### src/rtl/dds_pkg.sv
// dds_pkg -- shared types and constants for the multi-channel DDS engine.
//   shape_t    : waveform selector stored per channel
//   REG_*      : register-port address map
//   AMP_UNITY  : amplitude code giving unity gain (and the saturation ceiling)
//   LFSR_*     : seed and tap mask of the optional dither generator
//   amp_sat()  : clamps an amplitude code to unity
package dds_pkg;

  typedef enum logic [1:0] {
    SH_SINE   = 2'd0,
    SH_SQUARE = 2'd1,
    SH_TRI    = 2'd2,
    SH_SAW    = 2'd3
  } shape_t;

  localparam logic [1:0] REG_FTW   = 2'd0;
  localparam logic [1:0] REG_POFS  = 2'd1;
  localparam logic [1:0] REG_SHAPE = 2'd2;
  localparam logic [1:0] REG_AMP   = 2'd3;

  localparam logic [8:0] AMP_UNITY = 9'd256;

  // x^16 + x^14 + x^13 + x^11 + 1 -> state bits 15, 13, 12, 10
  localparam logic [15:0] LFSR_SEED = 16'hACE1;
  localparam logic [15:0] LFSR_TAPS = 16'hB400;

  function automatic logic [8:0] amp_sat(input logic [8:0] amp);
    return (amp > AMP_UNITY) ? AMP_UNITY : amp;
  endfunction

endpackage

### src/rtl/dds_sine_rom.sv
// dds_sine_rom -- registered quarter-wave sine table with full-period folding.
//   clk, rst : clock, asynchronous active-high reset
//   en       : read enable (pipeline advance)
//   addr     : full-period phase index, LUT_AW bits
//   data     : signed sample, amplitude 2^(DAC_W-1)-1, one cycle after addr
// Entries are sampled at half-step offsets so the mirrored quadrants reuse
// the table exactly and the phase-zero entry rounds to zero.
module dds_sine_rom #(
  parameter int DAC_W  = 8,
  parameter int LUT_AW = 10
) (
  input  logic                     clk,
  input  logic                     rst,
  input  logic                     en,
  input  logic [LUT_AW-1:0]        addr,
  output logic signed [DAC_W-1:0]  data
);

  localparam int QN = 32'd1 << (LUT_AW - 2);

  function automatic logic [DAC_W-2:0] quarter_entry(input int i);
    real ang;
    real mag;
    ang = 1.5707963267948966 * (real'(i) + 0.5) / real'(QN);
    mag = real'((32'd1 << (DAC_W - 1)) - 32'd1) * $sin(ang);
    return (DAC_W-1)'($rtoi(mag + 0.5));
  endfunction

  logic [DAC_W-2:0] quarter [QN];

  for (genvar g = 0; g < QN; g++) begin : g_tab
    localparam logic [DAC_W-2:0] ENTRY = quarter_entry(g);
    assign quarter[g] = ENTRY;
  end

  logic [1:0]              quad;
  logic [LUT_AW-3:0]       idx;
  logic [LUT_AW-3:0]       midx;
  logic signed [DAC_W-1:0] pos;

  assign quad = addr[LUT_AW-1:LUT_AW-2];
  assign idx  = addr[LUT_AW-3:0];
  // Odd quadrants run the table backwards.
  assign midx = quad[0] ? ~idx : idx;
  assign pos  = signed'({1'b0, quarter[midx]});

  // Registered read; the lower half period is the negated upper half.
  always_ff @(posedge clk or posedge rst) begin
    if (rst) begin
      data <= {DAC_W{1'b0}};
    end else if (en) begin
      data <= quad[1] ? -pos : pos;
    end
  end

endmodule

### src/rtl/dds_multi_core.sv
// dds_multi_core -- NCH-channel DDS with shadowed parameters and atomic commit.
//   iclk, irst       : clock, asynchronous active-high reset
//   isample_en       : advance every accumulator and the 3-stage pipeline
//   iwr_valid/owr_ready, iwr_ch, iwr_addr, iwr_data : shadow register writes
//   iupdate          : copy all shadow registers to the active set
//   odac             : unsigned codes, channel k at [k*DAC_W +: DAC_W]
//   ovalid           : odac was refreshed this cycle
//   owrap            : per-channel accumulator carry for the sample on odac
// Optional feature: define DDS_DITHER_EN to add LFSR dither to sine addressing.
module dds_multi_core #(
  parameter int NCH    = 2,
  parameter int ACC_W  = 32,
  parameter int DAC_W  = 8,
  parameter int LUT_AW = 10,
  localparam int CH_W  = (NCH > 1) ? $clog2(NCH) : 1
) (
  input  logic                 iclk,
  input  logic                 irst,
  input  logic                 isample_en,
  input  logic                 iwr_valid,
  output logic                 owr_ready,
  input  logic [CH_W-1:0]      iwr_ch,
  input  logic [1:0]           iwr_addr,
  input  logic [ACC_W-1:0]     iwr_data,
  input  logic                 iupdate,
  output logic [NCH*DAC_W-1:0] odac,
  output logic                 ovalid,
  output logic [NCH-1:0]       owrap
);

  import dds_pkg::*;

  localparam logic [DAC_W-1:0] MID = {1'b1, {(DAC_W-1){1'b0}}};
  localparam logic [DAC_W-1:0] POS_FULL = {1'b0, {(DAC_W-1){1'b1}}};

  // A commit cycle refuses writes so shadow and active copies never race.
  logic wr_take;
  assign owr_ready = ~iupdate;
  assign wr_take   = iwr_valid & ~iupdate;

  logic v1;
  logic v2;

  // Fill tracking: ovalid only once three enabled steps have passed.
  always_ff @(posedge iclk or posedge irst) begin
    if (irst) begin
      v1     <= 1'b0;
      v2     <= 1'b0;
      ovalid <= 1'b0;
    end else begin
      ovalid <= isample_en & v2;
      if (isample_en) begin
        v1 <= 1'b1;
        v2 <= v1;
      end
    end
  end

  logic [ACC_W-1:0] dith;

`ifdef DDS_DITHER_EN
  localparam int DITH_W = ((ACC_W - LUT_AW) > 16) ? 16 : (ACC_W - LUT_AW);
  localparam logic [15:0] DITH_MASK = 16'((32'd1 << DITH_W) - 32'd1);

  logic [15:0] lfsr;

  // Fibonacci LFSR stepped with the sample clock enable.
  always_ff @(posedge iclk or posedge irst) begin
    if (irst) begin
      lfsr <= LFSR_SEED;
    end else if (isample_en) begin
      lfsr <= {lfsr[14:0], ^(lfsr & LFSR_TAPS)};
    end
  end

  assign dith = ACC_W'(lfsr & DITH_MASK);
`else
  assign dith = {ACC_W{1'b0}};
`endif

  for (genvar k = 0; k < NCH; k++) begin : g_ch
    logic [ACC_W-1:0]        ftw_sh, pofs_sh, ftw_a, pofs_a;
    shape_t                  shape_sh, shape_a, shape1, shape2;
    logic [8:0]              amp_sh, amp_a, amp1, amp2;
    logic [ACC_W-1:0]        acc, pofs1, p;
    logic                    wrap1, wrap2, wrap3;
    logic [DAC_W:0]          ph2;
    logic signed [DAC_W-1:0] sine_w, w;
    logic [DAC_W-1:0]        fold, odac_r;
    logic signed [DAC_W+9:0] prod;
    logic                    sel;

    assign sel = wr_take && (iwr_ch == CH_W'(k));

    // Shadow register file written through the handshake port.
    always_ff @(posedge iclk or posedge irst) begin
      if (irst) begin
        ftw_sh   <= {ACC_W{1'b0}};
        pofs_sh  <= {ACC_W{1'b0}};
        shape_sh <= SH_SINE;
        amp_sh   <= AMP_UNITY;
      end else if (sel) begin
        case (iwr_addr)
          REG_FTW:   ftw_sh   <= iwr_data;
          REG_POFS:  pofs_sh  <= iwr_data;
          REG_SHAPE: shape_sh <= shape_t'(iwr_data[1:0]);
          REG_AMP:   amp_sh   <= iwr_data[8:0];
          default:   ftw_sh   <= ftw_sh;
        endcase
      end
    end

    // Active registers, loaded from the shadows on a commit.
    always_ff @(posedge iclk or posedge irst) begin
      if (irst) begin
        ftw_a   <= {ACC_W{1'b0}};
        pofs_a  <= {ACC_W{1'b0}};
        shape_a <= SH_SINE;
        amp_a   <= AMP_UNITY;
      end else if (iupdate) begin
        ftw_a   <= ftw_sh;
        pofs_a  <= pofs_sh;
        shape_a <= shape_sh;
        amp_a   <= amp_sh;
      end
    end

    // S1: accumulator step; per-sample parameters travel with the phase so
    // a commit never changes a sample already in flight.
    always_ff @(posedge iclk or posedge irst) begin
      if (irst) begin
        acc    <= {ACC_W{1'b0}};
        wrap1  <= 1'b0;
        pofs1  <= {ACC_W{1'b0}};
        shape1 <= SH_SINE;
        amp1   <= AMP_UNITY;
      end else if (isample_en) begin
        {wrap1, acc} <= {1'b0, acc} + {1'b0, ftw_a};
        pofs1  <= pofs_a;
        shape1 <= shape_a;
        amp1   <= amp_sat(amp_a);
      end
    end

    assign p = acc + pofs1;

    dds_sine_rom #(.DAC_W(DAC_W), .LUT_AW(LUT_AW)) u_rom (
      .clk  (iclk),
      .rst  (irst),
      .en   (isample_en),
      .addr (LUT_AW'((p + dith) >> (ACC_W - LUT_AW))),
      .data (sine_w)
    );

    // S2: phase MSBs for the non-sine shapes, alongside the ROM read.
    always_ff @(posedge iclk or posedge irst) begin
      if (irst) begin
        ph2    <= {(DAC_W+1){1'b0}};
        shape2 <= SH_SINE;
        amp2   <= AMP_UNITY;
        wrap2  <= 1'b0;
      end else if (isample_en) begin
        ph2    <= (DAC_W+1)'(p >> (ACC_W - DAC_W - 1));
        shape2 <= shape1;
        amp2   <= amp1;
        wrap2  <= wrap1;
      end
    end

    // S3 waveform select; the triangle folds the top DAC_W+1 phase bits.
    always_comb begin
      w    = {DAC_W{1'b0}};
      fold = ph2[DAC_W] ? ~ph2[DAC_W-1:0] : ph2[DAC_W-1:0];
      case (shape2)
        SH_SINE:   w = sine_w;
        SH_SQUARE: w = ph2[DAC_W] ? MID : POS_FULL;
        SH_TRI:    w = {~fold[DAC_W-1], fold[DAC_W-2:0]};
        SH_SAW:    w = {~ph2[DAC_W], ph2[DAC_W-1:1]};
        default:   w = {DAC_W{1'b0}};
      endcase
    end

    assign prod = (DAC_W+10)'(w) * (DAC_W+10)'($signed({1'b0, amp2}));

    // S3: scale, shift to offset-binary and register the output.
    always_ff @(posedge iclk or posedge irst) begin
      if (irst) begin
        odac_r <= MID;
        wrap3  <= 1'b0;
      end else if (isample_en) begin
        odac_r <= DAC_W'(prod >>> 8) ^ MID;
        wrap3  <= wrap2;
      end
    end

    assign odac[k*DAC_W +: DAC_W] = odac_r;
    assign owrap[k]               = wrap3;
  end

endmodule

### config.mk
export PLATFORM = sky130hd
export DESIGN_NAME = dds_multi_core
export DESIGN_NICKNAME = d
export VERILOG_FILES = /design/src/rtl/dds_pkg.sv /design/src/rtl/dds_sine_rom.sv /design/src/rtl/dds_multi_core.sv
export SDC_FILE = /design/constraint.sdc
export NUM_CORES = 2
export LEC_CHECK = 0
export ABC_AREA = 1
export BUFFER_PORTS_ARGS = -buffer_cell sky130_fd_sc_hd__buf_4
export CORE_ASPECT_RATIO = 0.6
export CORE_MARGIN = 5
export CORE_UTILIZATION = 45
export DETAILED_ROUTE_END_ITERATION = 6
export SLEW_MARGIN = 20
export SYNTH_ARGS = -nofsm -noshare
export SYNTH_HDL_FRONTEND = slang
export SYNTH_SLANG_ARGS = --single-unit
### constraint.sdc
create_clock -name iclk -period 16.9 [get_ports iclk]
set_input_delay 1.69 -clock iclk [delete_from_list [all_inputs] [get_ports iclk]]
set_output_delay 1.69 -clock iclk [all_outputs]
set_load 0.03 [all_outputs]
# Word level (Yosys, flattened, before mapping)
# Memories as Yosys holds them, arrays and structs flattened.
# Index checks and enable logic that the tools add are counted.
[classes]
add_sub_neg = 6
mul = 2
n_lt_le_gt_ge = 4
eq_ne = 9
mux = 16
bitwise_logic = 16
reduce_logical = 13
[op_table]
columns = ["op", "count"]
rows = [
  ["32-bit by 32-bit adder with 33-bit output", 2],
  ["32-bit adder", 2],
  ["8-bit two-way mux", 8],
  ["8-bit one-hot mux with 4 select lines", 2],
  ["8-bit by 10-bit multiplier with 16-bit output", 2],
  ["8-bit inverter", 4],
  ["7-bit two-way mux", 4],
  ["9-bit >= comparator, second input constant", 2],
  ["9-bit greater-than comparator, second input constant", 2],
  ["9-bit two-way mux", 2],
  ["8-bit inverter with 9-bit output", 2],
  ["7-bit negation with 8-bit output", 2],
  ["2-bit AND reduction", 8],
  ["2-bit equality test, second input constant", 6],
  ["1-bit inverter", 8],
  ["2-bit by 1-bit equality test with 1-bit output, second input constant", 3],
  ["2-bit zero test", 3],
  ["1-bit AND", 2],
  ["1-bit logical AND", 2],
]
[word_totals]
reg_bits = 531
rom_bits = 3584
input_bits = 40
elab_cells = 111
memories = 2
[memory_table]
columns = ["memory", "words", "width", "read_ports", "rd_clocked_by_memory_dff", "write_ports", "line_no", "rtl"]
rows = [
  ["(name not given)", 256, 7, 1, 0, 0, "dds_sine_rom.sv:45", "assign pos = signed'({1'b0, quarter[midx]});"],
  ["(name not given)", 256, 7, 1, 0, 0, "dds_sine_rom.sv:45", ""],
]

# Longest topological paths before layout
[depth]
depth_word = 9
depth_mapped = 36
depth_no_buf = 36

# By module
# Synthesis repeated with hierarchy kept, for this count alone.
[hier_totals]
hier_cells = 5224
hier_area_um2 = 36268.5
[modules_own_cells]
columns = ["mod", "instances", "cells_per_inst", "area_each_um2", "seq_area_each_um2"]
rows = [
  ["dds_multi_core", 1, 4574, 32885.3, 12899.9],
  ["dds_sine_rom", 2, 325, 1691.6, 200.2],
]

# Worst setup path after synthesis
# Ideal clock, no wire load.
[synth_path]
path_kind = "register to register"
from = "register g_ch[0].ph2[8]"
to = "register g_ch[0].odac_r[7]"
setup_time_ns = 0.090
arrival_ns = 5.513
setup_slack_ns = 11.296
stages_incl_launch_ff = 25
period_less_slack_ns = 5.604
cell_sequence = "dfrtp_1 clkbuf_1 inv_1 o21ai_1 o221ai_1 o21ai_1 nor2_1 fa_1 inv_1 fa_1 inv_1 fa_1 fa_1 ha_1 a21oi_1 o21ai_0 a21oi_1 o21bai_1 a21o_1 a21o_1 a21o_1 a21o_1 a21oi_1 xor2_1 o21ai_0"
[synth_between]
elab_chain_cells = 5
word_cells_on_any_way = 7
classes_between = "mul: 1; mux: 3; bitwise: 3"
[synth_lines]
columns = ["element", "line_no", "rtl"]
rows = [
  ["from (decl)", "dds_multi_core.sv:87", "logic [DAC_W:0] ph2;"],
  ["from (signal assigned)", "dds_multi_core.sv:158", "ph2 <= {(DAC_W+1){1'b0}};"],
  ["from (signal assigned)", "dds_multi_core.sv:163", "ph2 <= (DAC_W+1)'(p >> (ACC_W - DAC_W - 1));"],
  ["8-bit two-way mux", "dds_multi_core.sv:173", "fold = ph2[DAC_W] ? ~ph2[DAC_W-1:0] : ph2[DAC_W-1:0];"],
  ["1-bit inverter", "dds_multi_core.sv:177", "SH_TRI: w = {~fold[DAC_W-1], fold[DAC_W-2:0]};"],
  ["8-bit one-hot mux with 4 select lines (*)", "dds_multi_core.sv:174", "case (shape2)"],
  ["8-bit by 10-bit multiplier with 16-bit output (*)", "dds_multi_core.sv:183", "assign prod = (DAC_W+10)'(w) * (DAC_W+10)'($signed({1'b0, amp2}));"],
  ["1-bit inverter (no line) (*)", "--", ""],
  ["to (signal assigned)", "dds_multi_core.sv:191", "odac_r <= DAC_W'(prod >>> 8) ^ MID;"],
  ["to (decl)", "dds_multi_core.sv:89", "logic [DAC_W-1:0] fold, odac_r;"],
]
# Mark *: on every way between the ends. The rest lies on a longest branch, timed or not.
# A chain may end at the register's enable or synchronous reset.

# Worst setup path in the final report
# Same ends and word-level chain as after synthesis.

==> reports/qor.csv <==
stage,metric,value,unit
synth,async_flop_share,100.0,%
synth,synth_edf_count,0,
die,start_util,45.29,%
grt,grt_usage,21.85,%
synth,synth_ff_type,dfrtp_1,
synth,synthesis.area,33290,µm²
clock_tree,root_buffer,clkbuf_16,
die,die_h,220.7,µm
layout,stdcell_count,5379,
timing,fin_crit_sh,36.04,%
die,die_x,361.2,µm
synth,yosysSeqAreaShare,39.95,%
route,num_vias,27460,
critical_path,rr_startpoint,g_ch[0].ph2[8],
synth,synthMuxAreaShare,0,%
clock_tree,cts_hold_buffers,0,
timing,skew,26.71,ps
synth,ys_seq_elements,531,
clock_tree,post_cts_buffers,0,
route,drc,0,
grt,grt_pass1_wl,142.2,mm
grt,use_met2,28.41,%
clock_tree,numCtsBuffers,51,
die,coreArea,73510,µm²
power_and_ir_drop,ir_worst_vdd,152.0,µV
grt,busiest_layer,met1,
clock_tree,cts_sinks,531,
timing,tightestPinTransition,1053,ps
synth,yosysUniqueCellTypes,55,
timing,finalSetupTns,0,ps
power_and_ir_drop,power_density,225.3,nW/µm²
layout,drive_gt1_share,6.217,%
clock_tree,clk-insertion-delay-late,600,ps
synth,synth_top_family_by_area,simple AND/OR/NAND/NOR gates,
synth,yosysMostFrequentCell,nand2_1,
clock_tree,cts_tree,yes,
die,dieArea,79710,µm²
placement,place_hpwl,63.41,mm
placement,dp.cells,5286,
route,drt-initial-drc-count,2532,
synth,synth_area_leaders,"dfrtp_1 39%, nand2_1 17%, ha_1 7.7%",
layout,multi_input_area,17590,µm²
critical_path,setup.worst_path.end_class,flip-flop,
critical_path,crit_end,g_ch[0].odac_r[7],
critical_path,cp.required,17380,ps
synth,yosysTopAreaCell,dfrtp_1,
route,drtAntennaViolNets,0,
clock_tree,clk_pin_slew,60,ps
layout,final-seq-area,13300,µm²
critical_path,worst-r2r-cell-count,23,
grt,grt_pass1_vias,25470,
timing,grt_setup_unrepaired,no,
placement,place_congestion,0.9285,
power_and_ir_drop,power.leakage,0.01894,µW
die,rows,77,
critical_path,r2r_slack,10810,ps
timing,drv_slew,0,
synth,synth_common_cells,"1503 x nand2_1, 521 x dfrtp_1, 456 x inv_1, 379 x o21ai_0, 307 x nor2_1",
timing,finalHoldViolCount,0,
synth,synthesis.nets,4696,
critical_path,regToRegEndpoint,g_ch[0].odac_r[7],
synth,synth_warnings,0,
synth,synthCells,4366,
timing,max_slew_margin,29.71,%
route,drtPass1Iterations,6,
layout,fin_nets,4682,
grt,grt-ovfl-total,0,
grt,use_met1,37.48,%
critical_path,critPathKind,flip-flop to flip-flop,
timing,setup_viol,0,
route,finalWirelength,86.70,mm
outcome,outcome,completed,
synth,synth-adder-area-share,12.79,%
synth,synth-simple-area-share,26.38,%
critical_path,start_kind,flip-flop,
grt,use_met3,3.801,%
timing,hold_ws,455.2,ps
route,wl_per_cell,16.12,µm
synth,synth_top_area_share,39.16,%
layout,fillCellCount,7300,
grt,grt_max_degree,131,
synth,syn_avg_cell_area,7.626,µm²
grt,antenna_found_initial,2,
timing,layout_min_cycle_time,6091,ps
synth,synth_compound_area_share,11.19,%
timing,timing.fmax,164.2,MHz
worst_hold_path,hp-class,flip-flop to flip-flop,
clock_tree,clockBufferDepth,3,
critical_path,cp.arrival,6570,ps
job,drv_cap,0,
clock_tree,cts_resized,0,
synth,synth_xor_area_share,2.390,%
critical_path,crit_fanout,10,
placement,portBuffers,59,
die,io_pins,60,
layout,final_util,49.32,%
layout,syn2layout_area_growth,8.895,%
clock_tree,htree_levels,2,
critical_path,crit_start,g_ch[0].ph2[8],
route,post_drt_via_cell_ratio,5.104,
## routing by layer
metal,vias to the layer above,share of wire (%)
li1,13880,-
met1,12820,55
met2,686,37
met3,69,6.9
met4,2,1.1
met5,-,0.015
## registers in the layout, indices dropped and copies added, names as in the netlist, 64 cells and up
| name | count |
|---|---|
| g_ch.acc | 64 |
| g_ch.ftw_a | 64 |
| g_ch.ftw_sh | 64 |
| g_ch.pofs1 | 64 |
| g_ch.pofs_a | 64 |
| g_ch.pofs_sh | 64 |
## power by group
| part | internal (µW) | switching (µW) | total (µW) | leakage (µW) |
|---|---|---|---|---|
| Sequential | 1620 | 247 | 1860 | 0.00664 |
| Clock | 707 | 520 | 1230 | 0.000870 |
| Combinational | 1740 | 3340 | 5080 | 0.0114 |
| Total | 4060 | 4110 | 8170 | 0.0189 |
## worst min-delay path by stage
stage	startpoint	end	slack, ps	cells after the start
finish	v1	v1	460	2
global route	g_ch[0].pofs_a[12]	g_ch[0].pofs1[12]	490	2
CTS	v1	v1	460	2
detailed placement	v1	v1	450	2
global placement	v1	v1	440	2
floorplan	v1	v1	420	2
## critical path: stages (launching register included)
cell and delay, ps:
dfrtp_1 560, inv_1 150, o21ai_1 420, o221ai_1 230
o21ai_1 400, nor2_1 130, fa_1 530, inv_1 50
fa_1 530, inv_1 50, fa_1 500, fa_1 420
ha_1 300, a21oi_1 120, o21ai_0 130, a21oi_1 230
o21bai_1 120, a21o_1 190, a21o_1 180, a21o_1 170
a21o_1 170, a21oi_1 160, xor2_1 150, o21ai_0 80
## through the flow
step | worst slack [ps] | total power (µW) | area [µm²]
finish | 10810 | 8169 | 36260
global route | 10240 | 8981 | 36250
CTS | 10790 | 8121 | 36240
detailed placement | 10820 | 6850 | 34470
global placement | 10850 | 6834 | 34470
floorplan | 388.0 | 5775 | 33290
## area by class of cell
cell class | count | area share [%]
Clock buffer | 73 | 4.110
Tap cell | 987 | 3.406
Antenna cell | 1 | 0.006902
Multi-Input combinational cell | 3223 | 48.52
Sequential cell | 531 | 36.68
Clock inverter | 19 | 0.7627
Inverter | 469 | 4.900
Timing Repair Buffer | 76 | 1.605
## kinds of logic (layout without fill, tap and decap cells)
| family | Yosys count | after routing |
|---|---|---|
| compound gates | 699 | 699 |
| xor+xnor | 87 | 87 |
| fa+ha+maj | 290 | 290 |
| buf+inv | 612 | 637 |
| flops | 531 | 531 |
| other cells | 0 | 1 |
| simple gates | 2147 | 2147 |
## placed cells by master (no fill, tap or decap), types with 18 or more instances in the layout
master / count
nand2_1: 1502
dfrtp_1: 521
inv_1: 455
o21ai_0: 379
nor2_1: 307
ha_1: 206
nand3_1: 196
a21oi_1: 186
fa_1: 84
buf_4: 73
clkbuf_16: 52
o21ai_1: 44
xnor2_1: 42
xor2_1: 42
nand2_2: 40
nand4_1: 22
a31oi_1: 18
Power figures use the tool's default switching activity.
